<file path="src/rtl/irq_pending_ctrl_pkg.sv">
// irq_pkg: register map, grant state encoding and priority encoder shared with the sequencer
package irq_pkg;
  localparam logic [1:0] REG_CONF = 2'd0;
  localparam logic [1:0] REG_TRIG = 2'd1;
  localparam logic [1:0] REG_PEND = 2'd2;
  localparam logic [1:0] REG_ISR  = 2'd3;
  typedef enum logic {ARM = 1'b0, SERVICE = 1'b1} gstate_t;
  function automatic logic [3:0] prio_enc8(input logic [7:0] v);
    prio_enc8 = 4'd0;
    for (int i = 7; i >= 0; i--) if (v[i]) prio_enc8 = {1'b1, 3'(i)};
  endfunction
endpackage

</file>
<file path="src/rtl/irq_pending_ctrl_if.sv">
// irq_pending_ctrl_if: peripheral lines, sequencer handshake and register port
interface irq_pending_ctrl_if;
  logic [7:0]  irq_src;
  logic        seq_busy;
  logic        reg_we;
  logic [1:0]  reg_addr;
  logic [15:0] reg_wdata;
  logic [15:0] reg_rdata;
  logic [7:0]  interrupts;
  logic [15:0] conf;
  logic [7:0]  isr;
  modport master(output irq_src, seq_busy, reg_we, reg_addr, reg_wdata, input reg_rdata, interrupts, conf, isr);
  modport slave(input irq_src, seq_busy, reg_we, reg_addr, reg_wdata, output reg_rdata, interrupts, conf, isr);
endinterface

</file>
<file path="src/rtl/irq_pending_ctrl_sync.sv">
// irq_sync_edge: multi-flop synchroniser for one IRQ line plus rising-edge detect
module irq_sync_edge #(parameter int SYNC_ST = 2) (
  input  logic CLK,
  input  logic RST,
  input  logic d,
  output logic irq_s,
  output logic rise
);
  logic [SYNC_ST-1:0] sr;
  logic irq_d;
  always_ff @(posedge CLK) begin
    if (!RST) begin
      sr    <= '0;
      irq_d <= 1'b0;
    end else begin
      sr    <= {sr[SYNC_ST-2:0], d};
      irq_d <= irq_s;
    end
  end
  assign irq_s = sr[SYNC_ST-1];
  assign rise  = irq_s & ~irq_d;
endmodule

</file>
<file path="src/rtl/irq_pending_ctrl.sv">
// irq_pending_ctrl: latches synchronised IRQs as pending bits, tracks in-service nesting, one grant per sequencer run
module irq_pending_ctrl
  import irq_pkg::*;
#(
  parameter int NIRQ    = 8,
  parameter int SYNC_ST = 2
) (
  input logic CLK,
  input logic RST,
  irq_pending_ctrl_if.slave bus
);
  logic [15:0] conf_r;
  logic [7:0]  trig, pend, isr_r, irq_s, rise, blocked, ints, set, w1c, eoi_m, gnt_m;
  logic [3:0]  hp, gp;
  logic        busy_d, wr;
  gstate_t     gs, gs_n;
  for (genvar i = 0; i < NIRQ; i++) begin : g_sync
    irq_sync_edge #(.SYNC_ST(SYNC_ST)) u_sync (.CLK(CLK), .RST(RST), .d(bus.irq_src[i]), .irq_s(irq_s[i]), .rise(rise[i]));
  end
  always_comb begin
    hp      = prio_enc8(isr_r);
    blocked = hp[3] ? (8'hFF << hp[2:0]) : 8'h00;
    ints    = pend & conf_r[7:0] & ~blocked;
    gp      = prio_enc8(ints);
    wr      = bus.reg_we;
    w1c     = (wr && bus.reg_addr == REG_PEND) ? bus.reg_wdata[7:0] : 8'h00;
    eoi_m   = (wr && bus.reg_addr == REG_ISR && hp[3]) ? (8'd1 << hp[2:0]) : 8'h00;
    set     = (trig & rise) | (~trig & irq_s & ~isr_r);
    gs_n    = gs;
    gnt_m   = 8'h00;
    if (gs == ARM) begin
      if (bus.seq_busy && !busy_d) begin
        gs_n  = SERVICE;
        gnt_m = gp[3] ? (8'd1 << gp[2:0]) : 8'h00;
      end
    end else if (!bus.seq_busy) begin
      gs_n = ARM;
    end
  end
  // busy_d keeps tracking through reset so a run already in progress is never taken as a new one
  always_ff @(posedge CLK) busy_d <= bus.seq_busy;
  always_ff @(posedge CLK) begin
    if (!RST) begin
      conf_r <= '0;
      trig   <= '0;
      pend   <= '0;
      isr_r  <= '0;
      gs     <= ARM;
    end else begin
      if (wr && bus.reg_addr == REG_CONF) conf_r <= bus.reg_wdata;
      if (wr && bus.reg_addr == REG_TRIG) trig <= bus.reg_wdata[7:0];
      pend  <= ((pend & ~w1c) | set) & ~gnt_m;
      isr_r <= (isr_r & ~eoi_m) | gnt_m;
      gs    <= gs_n;
    end
  end
  assign bus.interrupts = ints;
  assign bus.conf       = conf_r;
  assign bus.isr        = isr_r;
  assign bus.reg_rdata  = bus.reg_addr == REG_CONF ? conf_r :
                          bus.reg_addr == REG_TRIG ? {8'h00, trig} :
                          bus.reg_addr == REG_PEND ? {8'h00, pend} : {8'h00, isr_r};
endmodule

</file>
<file path="src/flat_wrapper.sv">
// flat-port wrapper written by rule: the top's interface ports become plain ports
module irq_pending_ctrl_flat import irq_pkg::*;
#(
  parameter int NIRQ    = 8,
  parameter int SYNC_ST = 2
)
  (CLK, RST, bus_irq_src, bus_seq_busy, bus_reg_we, bus_reg_addr, bus_reg_wdata, bus_reg_rdata, bus_interrupts, bus_conf, bus_isr);
  irq_pending_ctrl_if bus_i ();
  input logic CLK;
  input logic RST;
  input wire logic [$bits(bus_i.irq_src)-1:0] bus_irq_src;
  input wire logic [$bits(bus_i.seq_busy)-1:0] bus_seq_busy;
  input wire logic [$bits(bus_i.reg_we)-1:0] bus_reg_we;
  input wire logic [$bits(bus_i.reg_addr)-1:0] bus_reg_addr;
  input wire logic [$bits(bus_i.reg_wdata)-1:0] bus_reg_wdata;
  output wire logic [$bits(bus_i.reg_rdata)-1:0] bus_reg_rdata;
  output wire logic [$bits(bus_i.interrupts)-1:0] bus_interrupts;
  output wire logic [$bits(bus_i.conf)-1:0] bus_conf;
  output wire logic [$bits(bus_i.isr)-1:0] bus_isr;
  assign bus_i.irq_src = bus_irq_src;
  assign bus_i.seq_busy = bus_seq_busy;
  assign bus_i.reg_we = bus_reg_we;
  assign bus_i.reg_addr = bus_reg_addr;
  assign bus_i.reg_wdata = bus_reg_wdata;
  assign bus_reg_rdata = bus_i.reg_rdata;
  assign bus_interrupts = bus_i.interrupts;
  assign bus_conf = bus_i.conf;
  assign bus_isr = bus_i.isr;
  irq_pending_ctrl #(.NIRQ(NIRQ), .SYNC_ST(SYNC_ST)) u_core (.CLK(CLK), .RST(RST), .bus(bus_i));
endmodule
</file>
<file path="config.mk">
export PLATFORM = sky130hd
export DESIGN_NAME = irq_pending_ctrl_flat
export DESIGN_NICKNAME = d
export VERILOG_FILES = /design/src/rtl/irq_pending_ctrl_pkg.sv /design/src/rtl/irq_pending_ctrl_if.sv /design/src/rtl/irq_pending_ctrl_sync.sv /design/src/rtl/irq_pending_ctrl.sv /design/src/flat_wrapper.sv
export SDC_FILE = /design/constraint.sdc
export NUM_CORES = 1
export LEC_CHECK = 0
export CORE_UTILIZATION = 45
export CTS_CLUSTER_SIZE = 28
export DETAILED_ROUTE_END_ITERATION = 8
export PLACE_DENSITY = 0.75
export SLEW_MARGIN = 20
export SYNTH_ARGS = -nofsm -noshare
export SYNTH_HDL_FRONTEND = slang
export SYNTH_SLANG_ARGS = --single-unit
</file>
<file path="constraint.sdc">
create_clock -name CLK -period 3.8 [get_ports CLK]
set_input_delay 0.38 -clock CLK [delete_from_list [all_inputs] [get_ports CLK]]
set_output_delay 0.38 -clock CLK [all_outputs]
set_load 0.05 [all_outputs]
</file>
==> results.md <==
CTS:
- The number of H-tree levels is 3.
- The TritonCTS buffer count is 9.
- The number of instances resized during post-cts repair is 0.
- The clock reaches the later pin of the worst-skew pair after 0.33 ns.
- After clock tree synthesis, the clock-pin slew on the worst setup and hold paths is 0.07 ns.
- The TritonCTS clock tree is yes.
- CTS saw 66 sinks.
- The buffers inserted during post-CTS setup optimization is 0.
- The number of buffers added to fix hold violations after cts is 0.
- The maximum buffer depth of the clock tree is 2.
- The root cell of the clock tree is sky130_fd_sc_hd__clkbuf_8.

Critical path:
- The maximum fanout count along the critical path is 9.
- STA classifies the critical path startpoint as a flip-flop.
- The capturing element type of the critical path is a primary output.
- The setup path with the least slack is of type reg2out.
- For the worst setup path, the data arrival time is 2.64 ns.
- STA puts the critical path data required time at about 3.4 ns.

Floorplanning:
- The x dimension of the die is just over 80 um.
- Pin placement for this block handled between 70 and 80 I/O pins.
- Row generation in the floorplan step produced 28 rows.
- The die is 81.59 um tall.
- For this configuration, the core starts out at a cell density of 0.4730.
- The floorplan step defined a die boundary enclosing 0.006656 sq mm.
- The placeable core region is 0.006026 sq mm.

STA:
- The number of max-slew violations in the final report is 0.
- The number of endpoints failing setup at the final stage is 0.
- The worst-case headroom to the max-slew limit is 0.5750.
- The slew at the pin closest to its max-slew limit is 0.6356 ns.
- Setup repair after global routing left no endpoint under its margin.
- The highest clock frequency the design can meet is between 0.3 and 0.4 GHz.
- The count of final hold-check violations is 0.
- The post-route worst setup slack is 0.7816 ns.
- In the finished design, the share of the clock period the worst path needs comes to 0.7943.
- The setup skew after layout is slightly above 0.006 ns.
- Setup total negative slack on the finished layout was measured at 0 ns.
- The post-layout minimum cycle time is 3.018 ns.

Routing:
- After detailed routing, the average wire length per cell comes to 15.16 um.
- The remaining design rule violation count is 0.
- Once detail routing completed, the nets flagged for antenna violations numbered 0.
- For this block, the initial DRC count from the detailed router was around 130.
- The total routed wirelength is 6806 um.
- The first detailed-routing pass ran for 4 iterations.
- The final route contains 2408 vias.
- The detailed-route vias per instance is 5.363.

Synthesis:
- The number of enable-type register cells in the synthesized netlist is 0.
- The proportion of register bits with asynchronous set or reset after synthesis is 0.
- The count of distinct cell types in the synthesized netlist is 43.
- For this run, the register share of the synthesized area comes to 0.4636.
- Yosys printed 0 warnings.
- Among all flip-flop cells after synthesis, the most frequent one is sky130_fd_sc_hd__dfxtp_1.
- In this run the mean area of a mapped cell was about 9.6 sq um.
- After synthesis the netlist holds a flip-flop and latch count of 66.
- The number of instances in the synthesized netlist is slightly below 300.
- The mapped netlist covers 0.002850 sq mm.
- The net count after synthesis is 327.

Placed design:
- The weighted congestion reported at the end of routability-driven placement is 0.8226.
- The placement-stage worst setup slack is 0.8008 ns.
- Buffers placed on the I/O ports in this run total a little under 80.
- The HPWL after detailed placement is 4807 um.

Finish:
- The library cells used most frequently in the layout, excluding fill and tap cells, are 77 x sky130_fd_sc_hd__clkdlybuf4s50_1, 66 x sky130_fd_sc_hd__dfxtp_1, 59 x sky130_fd_sc_hd__nand2_1.
- The final layout contains 399 nets.
- Leaving out fill and tap cells, the most frequent cell in the layout is sky130_fd_sc_hd__clkdlybuf4s50_1.
- Of the cells placed in the final design, the portion with a size suffix greater than 1 is 0.09358.
- The combined area of the multi-input logic cells is 0.001423 sq mm.
- Counting the fill cells in the layout gives 510.
- The sequential cell area in the final layout is approximately 0.0013 sq mm.
- The final antenna diode count is 0.
- Relative to the synthesized area, the layout overhead comes to 33.93%.

GRT:
- The first global-routing pass estimated approximately 11000 um of wire.
- The number of antenna violations at the first check in global routing was 0.
- The leftover overflow at the end of global routing is 0.
- The largest net degree at the start of global routing is 37.
- The number of global-route vias before repair is 2171.
- Across every metal layer, demand over resource in global routing totals 0.2239.

Power:
- The design draws 1.431 mW.
- The cell leakage power is around 1.4 nW.
- The worst-case IR drop observed on VDD is 0.2325 mV.
- Power spread over the standard cell area amounts to between 300 and 400 mW/mm^2.

Job:
- Max-cap violations in this run came to 0.

Run status:
- The flow ran to the end, and the final reports show no timing, DRC or antenna violations.

Hold path:
- The worst hold path belongs to the class reg2reg.
==> power breakdown <==
part           internal, mW  leakage (nW)  total, mW  switching, mW
clock                 0.289        0.0965      0.531          0.242
combinational        0.0762         0.764      0.167         0.0913
sequential            0.716         0.539      0.733         0.0166
==> cell usage after synthesis, types with 2 or more instances <==
cell	n	area share
sky130_fd_sc_hd__buf_6	3	0.012
sky130_fd_sc_hd__nand3b_1	2	0.0053
sky130_fd_sc_hd__mux2i_1	16	0.056
sky130_fd_sc_hd__mux4_2	7	0.055
sky130_fd_sc_hd__a21oi_1	21	0.037
sky130_fd_sc_hd__o21ai_0	4	0.0070
sky130_fd_sc_hd__nor3_1	4	0.0070
sky130_fd_sc_hd__buf_2	4	0.0070
sky130_fd_sc_hd__clkbuf_1	10	0.013
sky130_fd_sc_hd__and2_1	34	0.075
sky130_fd_sc_hd__a22oi_1	6	0.016
sky130_fd_sc_hd__nand3_1	3	0.0053
sky130_fd_sc_hd__a211oi_2	4	0.018
sky130_fd_sc_hd__nor4_1	3	0.0066
sky130_fd_sc_hd__a22o_1	2	0.0061
sky130_fd_sc_hd__dfxtp_1	66	0.46
sky130_fd_sc_hd__nor2_1	15	0.020
sky130_fd_sc_hd__inv_1	3	0.0040
sky130_fd_sc_hd__o22ai_1	4	0.0088
sky130_fd_sc_hd__nor4b_1	2	0.0061
sky130_fd_sc_hd__nand2_1	59	0.078
sky130_fd_sc_hd__a211oi_1	3	0.0079
sky130_fd_sc_hd__and3_1	2	0.0044
==> worst max-delay path: stages, from the launching register on <==
cell and delay [ns]:
sky130_fd_sc_hd__dfxtp_1 0.43, sky130_fd_sc_hd__nor4_1 0.45, sky130_fd_sc_hd__nand2_1 0.27, sky130_fd_sc_hd__nor4_1 0.28, sky130_fd_sc_hd__clkdlybuf4s50_1 0.86
==> sequential cells by signal, summed over array words and instances, names as in the netlist <==
register	flops
u_core.bus.conf	16
u_core.g_sync.u_sync.sr	16
u_core.bus.isr	8
u_core.g_sync.u_sync.irq_d	8
u_core.pend	8
u_core.trig	8
u_core.busy_d	1
u_core.gs	1
==> layout make-up <==
cell class / instances / area share
inverter: 3 / 0.002950
multi-input combinational: 210 / 0.3727
timing repair buffer: 79 / 0.2058
sequential: 66 / 0.3461
clock buffer: 14 / 0.04523
clock inverter: 2 / 0.002622
tap: 75 / 0.02458
==> cell families (layout without fill, tap and decap cells) <==
kind of cell           Yosys count  after routing  share of synthesized area
multiplexers                    24             24                     0.1207
AND/OR/NAND/NOR                131            131                     0.2340
buffers and inverters           21             98                    0.03731
flip-flops                      66             66                     0.4636
AO/OA/AOI/OAI                   55             55                     0.1444
==> per-stage QoR <==
stage                 util  std cells  hold slack, ns  area (sq um)
global route        0.6335        449          0.4487          3817
global placement    0.6032        433          0.4139          3635
CTS                 0.6335        449          0.4337          3817
detailed placement  0.6032        433          0.4200          3635
finish              0.6335        449          0.4316          3817
floorplan                -        297          0.4077          2850
==> final timing paths <==
check                                            from                                  endpoint  slack [ns]  cells after the start
min reg2reg  u_core.g_sync[1].u_sync.sr[0]$_SDFF_PN0_  u_core.g_sync[1].u_sync.sr[1]$_SDFF_PN0_        0.43                      1
min          u_core.g_sync[1].u_sync.sr[0]$_SDFF_PN0_  u_core.g_sync[1].u_sync.sr[1]$_SDFF_PN0_        0.43                      1
max                      u_core.bus.isr[2]$_SDFF_PN0_                         bus_interrupts[7]        0.78                      4
max reg2reg              u_core.bus.isr[2]$_SDFF_PN0_              u_core.bus.isr[2]$_SDFF_PN0_        1.79                      5
==> per-layer routing <==
metal	GRT usage	routed length (um)
met1	0.3137	3213
met2	0.3242	3016
met3	0.05556	531
met5	0	0
met4	0.09825	44
Power figures use the tool's default switching activity.
